===== config.mk =====
export PLATFORM = sky130hd
export DESIGN_NAME = free_list
export DESIGN_NICKNAME = d
export VERILOG_FILES = /design/src/rtl/free_list.sv
export SDC_FILE = /design/constraint.sdc
export NUM_CORES = 1
export LEC_CHECK = 0
export CAP_MARGIN = 20
export CORE_MARGIN = 4
export CORE_UTILIZATION = 40
export DETAILED_ROUTE_END_ITERATION = 8
export SKIP_CTS_REPAIR_TIMING = 1
export SLEW_MARGIN = 20
export SYNTH_ARGS = -nofsm -noshare
export SYNTH_HDL_FRONTEND = slang
export SYNTH_SLANG_ARGS = --single-unit

===== constraint.sdc =====
create_clock -name clk -period 4.5 [get_ports clk]
set_input_delay 0.9 -clock clk [delete_from_list [all_inputs] [get_ports clk]]
set_output_delay 0.9 -clock clk [all_outputs]
set_load 0.005 [all_outputs]

===== src/rtl/free_list.sv =====
`default_nettype none
// ============================================================================
// Module   : free_list
// Purpose  : Circular queue of free physical register IDs. It grants up to two
//            IDs to rename and accepts up to two releases per cycle.
// Revision : 1.0 - initial release
// ============================================================================
module free_list #(
    parameter  int PRN   = 64,
    parameter  int ARN   = 32,
    parameter  int DEPTH = PRN - ARN,
    localparam int PRW   = $clog2(PRN),
    localparam int QW    = $clog2(DEPTH)
) (
    input  logic                clk,
    input  logic                rst,
    input  logic [1:0]          alloc_req,
    output logic [1:0]          alloc_rdy,
    output logic [1:0][PRW-1:0] alloc_preg,
    input  logic [1:0]          release_en,
    input  logic [1:0][PRW-1:0] release_preg,
    output logic [QW:0]         free_cnt,
    output logic                err_overflow,
    output logic                err_underflow
);

    localparam logic [QW:0]   c_depth      = (QW+1)'(DEPTH);
    localparam logic [QW+1:0] c_depth_wide = (QW+2)'(DEPTH);

    logic [PRW-1:0] r_q [DEPTH];
    logic [QW-1:0]  r_head;
    logic [QW-1:0]  r_tail;
    logic [QW:0]    r_cnt;
    logic           r_err_ovf;
    logic           r_err_unf;

    logic [QW-1:0]  w_head_p1;
    logic [QW-1:0]  w_slot1_idx;
    logic           w_grant0;
    logic           w_grant1;
    logic           w_acc0;
    logic           w_acc1;
    logic [1:0]     w_n_alloc;
    logic [1:0]     w_n_rel;
    logic           w_unf;
    logic           w_ovf;

    assign w_head_p1     = r_head + QW'(1);
    assign alloc_preg[0] = r_q[r_head];
    assign alloc_preg[1] = r_q[w_head_p1];
    assign alloc_rdy[0]  = (r_cnt != '0);
    assign alloc_rdy[1]  = (r_cnt > (QW+1)'(1));

    // Slot 1 is only granted together with slot 0.
    assign w_grant0  = alloc_req[0] & alloc_rdy[0];
    assign w_grant1  = w_grant0 & alloc_req[1] & alloc_rdy[1];
    assign w_n_alloc = {1'b0, w_grant0} + {1'b0, w_grant1};
    assign w_unf     = (alloc_req[0] & ~alloc_rdy[0]) | (alloc_req[1] & ~alloc_rdy[1]);

    // Room is judged against the registered count only; same-cycle allocs do not free space.
    assign w_acc0      = release_en[0] & (r_cnt < c_depth);
    assign w_acc1      = release_en[1] & (({1'b0, r_cnt} + (QW+2)'(w_acc0)) < c_depth_wide);
    assign w_n_rel     = {1'b0, w_acc0} + {1'b0, w_acc1};
    assign w_slot1_idx = w_acc0 ? (r_tail + QW'(1)) : r_tail;
    assign w_ovf       = (release_en[0] & ~w_acc0) | (release_en[1] & ~w_acc1);

    always_ff @(posedge clk) begin
        if (rst) begin
            for (int i = 0; i < DEPTH; i++) begin
                r_q[i] <= PRW'(ARN + i);
            end
            r_head    <= '0;
            r_tail    <= '0;
            r_cnt     <= c_depth;
            r_err_ovf <= 1'b0;
            r_err_unf <= 1'b0;
        end else begin
            if (w_acc0) begin
                r_q[r_tail] <= release_preg[0];
            end
            if (w_acc1) begin
                r_q[w_slot1_idx] <= release_preg[1];
            end
            r_head    <= r_head + QW'(w_n_alloc);
            r_tail    <= r_tail + QW'(w_n_rel);
            r_cnt     <= r_cnt - (QW+1)'(w_n_alloc) + (QW+1)'(w_n_rel);
            r_err_ovf <= r_err_ovf | w_ovf;
            r_err_unf <= r_err_unf | w_unf;
        end
    end

    assign free_cnt      = r_cnt;
    assign err_overflow  = r_err_ovf;
    assign err_underflow = r_err_unf;

endmodule
`default_nettype wire


==> impl_metrics.env <==
export IMPL_p_leak_nw=4.77
export IMPL_drt_iter0_markers=1805
export IMPL_r2r_end="free_cnt[5]"
export IMPL_cp_top_family="buffers and inverters"
export IMPL_path_cells="buf_4 -> xnor2_1 -> buf_4 -> nand2_1 -> a32o_1 -> a311oi_1 -> clkdlybuf4s50_1"
export IMPL_synth_cell_types=61
export IMPL_grt_pass1_wl_um=75600
export IMPL_placed_area_mm2=0.0151
export IMPL_final_nets=1263
export IMPL_start_util_pct=40.9
export IMPL_synthesis_area_mm2=0.0139
export IMPL_antenna_found_initial=5
export IMPL_dieArea_mm2=0.0377
export IMPL_worstSetupPathType="register to output pin"
export IMPL_cts_num_sinks=210
export IMPL_grt_ovfl_total=0
export IMPL_synth_top_area_cell="edfxtp_1"
export IMPL_cts_tree="yes"
export IMPL_rsz0062_at_grt="false"
export IMPL_io_buffer_count=39
export IMPL_viasPerCell=6.84
export IMPL_grt_pass1_vias=11000
export IMPL_synth_avg_cell_area_um2=11.8
export IMPL_status="finished, final reports clean"
export IMPL_dpl_hpwl_um=37200
export IMPL_die_h_um=194
export IMPL_grtUsageTotal_pct=26.9
export IMPL_vias=11500
export IMPL_final_area_mm2=0.0159
export IMPL_path_buf_inv=3
export IMPL_power_density_mw_per_mm2=463
export IMPL_arrival_ns=3.55
export IMPL_holdPathStages=2
export IMPL_r2r_slack_ns=0.89
export IMPL_layoutNonFillerInstCount=1684
export IMPL_syn_to_final_growth_pct=15.0
export IMPL_synth_edff_count=192
export IMPL_ys_seq_elements=210
export IMPL_async_reset_ff_share_pct=0
export IMPL_dp_cells=1639
export IMPL_reg2reg_from="free_cnt[5]"
export IMPL_period_needed_ns=4.45
export IMPL_syn_nets=1221
export IMPL_min_from="err_underflow"
export IMPL_clk_pin_slew_ns=0.06
export IMPL_crit_slowest_cell="clkdlybuf4s50_1"
export IMPL_dr_pass1_iters=6
export IMPL_routed_wl_um=52700
export IMPL_cp_max_fo=18
export IMPL_ys_top_cells_by_area="edfxtp_1 42%, mux4_2 18%, mux2_2 7.0%, nand2_1 3.1%, nor2_1 2.8%"
export IMPL_finalSetupViolations=0
export IMPL_num_io_pins=40
export IMPL_setup_tns_ns=0
export IMPL_crit_start="r_head[2]"
export IMPL_hold_ws_ns=0.506
export IMPL_synth_cells=1175
export IMPL_drc=0
export IMPL_cts_htree_levels=1
export IMPL_yosysTopAreaCellShare_pct=41.6
export IMPL_fmax_mhz=224
export IMPL_worstHoldEndpoint="err_underflow"
export IMPL_synth_seq_area_share_pct=44.2
export IMPL_cts_inserted_buffers=24
export IMPL_grt_max_degree=67
export IMPL_hold_viol_final=0
export IMPL_synth_common_cells="192 x edfxtp_1, 114 x nand2_1, 108 x mux4_2, 103 x nor2_1, 86 x mux2_2"
export IMPL_finClkSkew_ns=0.0203
export IMPL_placementRows=67
export IMPL_gp_congestion=0.985
export IMPL_path_common_cell="buf_4"
export IMPL_crit_path_end_kind="output pin"
export IMPL_dieWidth_um=194
export IMPL_slew_violations=0
export IMPL_cap_violations=0
export IMPL_clockBufferDepth=3
export IMPL_cts_root_buf="clkbuf_16"
export IMPL_peakVddDrop_v=0.000580
export IMPL_drive_gt1_share_pct=28.2
export IMPL_worstMarginPinSlew_ns=1.11
export IMPL_fin_crit_sh_pct=99.0
export IMPL_clkLatencyLatePin_ns=0.54
export IMPL_worstPathRequired_ns=3.60
export IMPL_worst_r2r_path_depth=15
export IMPL_synth_warnings=0
export IMPL_routedWlPerCell_um=31.3
export IMPL_worstSetupStartpointType="register"
export IMPL_min_path_type="register to register"
export IMPL_synth_most_common_cell="edfxtp_1"
export IMPL_slowest_delay_ns=0.63
export IMPL_slew_headroom_pct=26.1
export IMPL_coreArea_mm2=0.0339
export IMPL_synth_ff_type="edfxtp_1"
export IMPL_antenna_left=0
## worst reg2reg max path, stage by stage, from the launching register on
cell	delay, ns
dfxtp_1	0.46
inv_1	0.15
ha_1	0.18
nand2_1	0.06
nor3_1	0.31
nor2b_1	0.11
and3_1	0.20
ha_1	0.32
fa_1	0.55
inv_1	0.06
ha_1	0.27
a21o_1	0.18
a21oi_1	0.21
o21bai_1	0.11
nor4b_1	0.24
nor3b_1	0.08
## report_power, final
group,leakage [nW],switching (mW),internal [mW]
Sequential,1.73,0.123,2.22
Combinational,2.63,1.55,1.40
Clock,0.405,0.847,1.25
Total,4.77,2.52,4.87
## cell type report
class                   count  area [um2]
fillers                  3134       17900
clock inverters            16         190
flip-flops and latches    210        6130
well taps                 448         561
multi-input cells         828        7240
clock buffers              28         637
diodes                      1        2.50
inverters                  26        97.6
repair buffers            127        1080
## routing by layer
| metal | global-route usage (%) | part of all wire [%] | routed length [um] |
|---|---|---|---|
| met5 | 0 | 0.051 | 27 |
| met3 | 7.18 | 14 | 7220 |
| met1 | 37.1 | 37 | 19400 |
| met2 | 39.9 | 43 | 22700 |
| met4 | 12.4 | 6.3 | 3300 |
## flip-flops by register name (all words and copies together) (netlist names)
register / count
r_q: 192
err_overflow: 1
free_cnt: 6
err_underflow: 1
r_tail: 5
r_head: 5
## through the flow
| step | total power, mW | setup slack, ns | utilization [%] |
|---|---|---|---|
| 2_1_floorplan | 4.27 | 1.11 | - |
| 3_3_place_gp | 5.28 | 0.429 | 44.6 |
| 3_5_place_dp | 5.30 | 0.380 | 44.6 |
| 4_1_cts | 7.36 | 0.0982 | 47.0 |
| 5_1_grt | 7.67 | 0.00810 | 47.1 |
| 6_report | 7.39 | 0.0451 | 47.1 |
## cells in the final DEF (no fill, tap or decap), drive strengths merged, types with 4 or more instances in the layout
| master | synthesis | final |
|---|---|---|
| nor2b | 8 | 8 |
| ha | 24 | 24 |
| bufinv | 0 | 4 |
| and2 | 13 | 13 |
| fa | 4 | 4 |
| buf | 41 | 90 |
| nor2 | 109 | 109 |
| a21oi | 36 | 36 |
| clkinv | 1 | 11 |
| mux2 | 86 | 86 |
| xnor2 | 11 | 11 |
| xor2 | 4 | 4 |
| mux4 | 108 | 108 |
| nor3 | 60 | 60 |
| a211oi | 8 | 8 |
| clkbuf | 70 | 28 |
| o22ai | 13 | 13 |
| o21ai | 14 | 14 |
| and3 | 9 | 9 |
| dfxtp | 18 | 18 |
| or3 | 10 | 10 |
| o31ai | 19 | 19 |
| inv | 25 | 26 |
| clkdlybuf4s50 | 0 | 37 |
| nand2 | 116 | 116 |
| a211o | 7 | 7 |
| a31oi | 47 | 47 |
| a311oi | 6 | 6 |
| nand3 | 28 | 28 |
| a22oi | 37 | 37 |
| edfxtp | 192 | 192 |
| mux2i | 7 | 7 |
| a32o | 8 | 8 |
## how the worst max path moves through the flow
| stage | end | slack (ns) | cells past startpoint |
|---|---|---|---|
| final | alloc_preg[7] | 0.05 | 7 |
| after global placement | free_cnt[5] | 0.43 | 14 |
| after global routing | alloc_preg[8] | 0.008 | 7 |
| after floorplan | free_cnt[5] | 1.11 | 14 |
| after detailed placement | free_cnt[5] | 0.38 | 14 |
| after CTS | alloc_preg[6] | 0.1 | 8 |
## cell families after synthesis
family          count (synthesis)  share of synthesized area (%)
fa+ha+maj                      28                           2.74
mux                           201                           25.0
simple gates                  374                           12.8
flops                         210                           44.2
xor+xnor                       15                          0.948
buf+inv                       137                           3.97
compound gates                210                           10.3
Power figures use the tool's default switching activity.
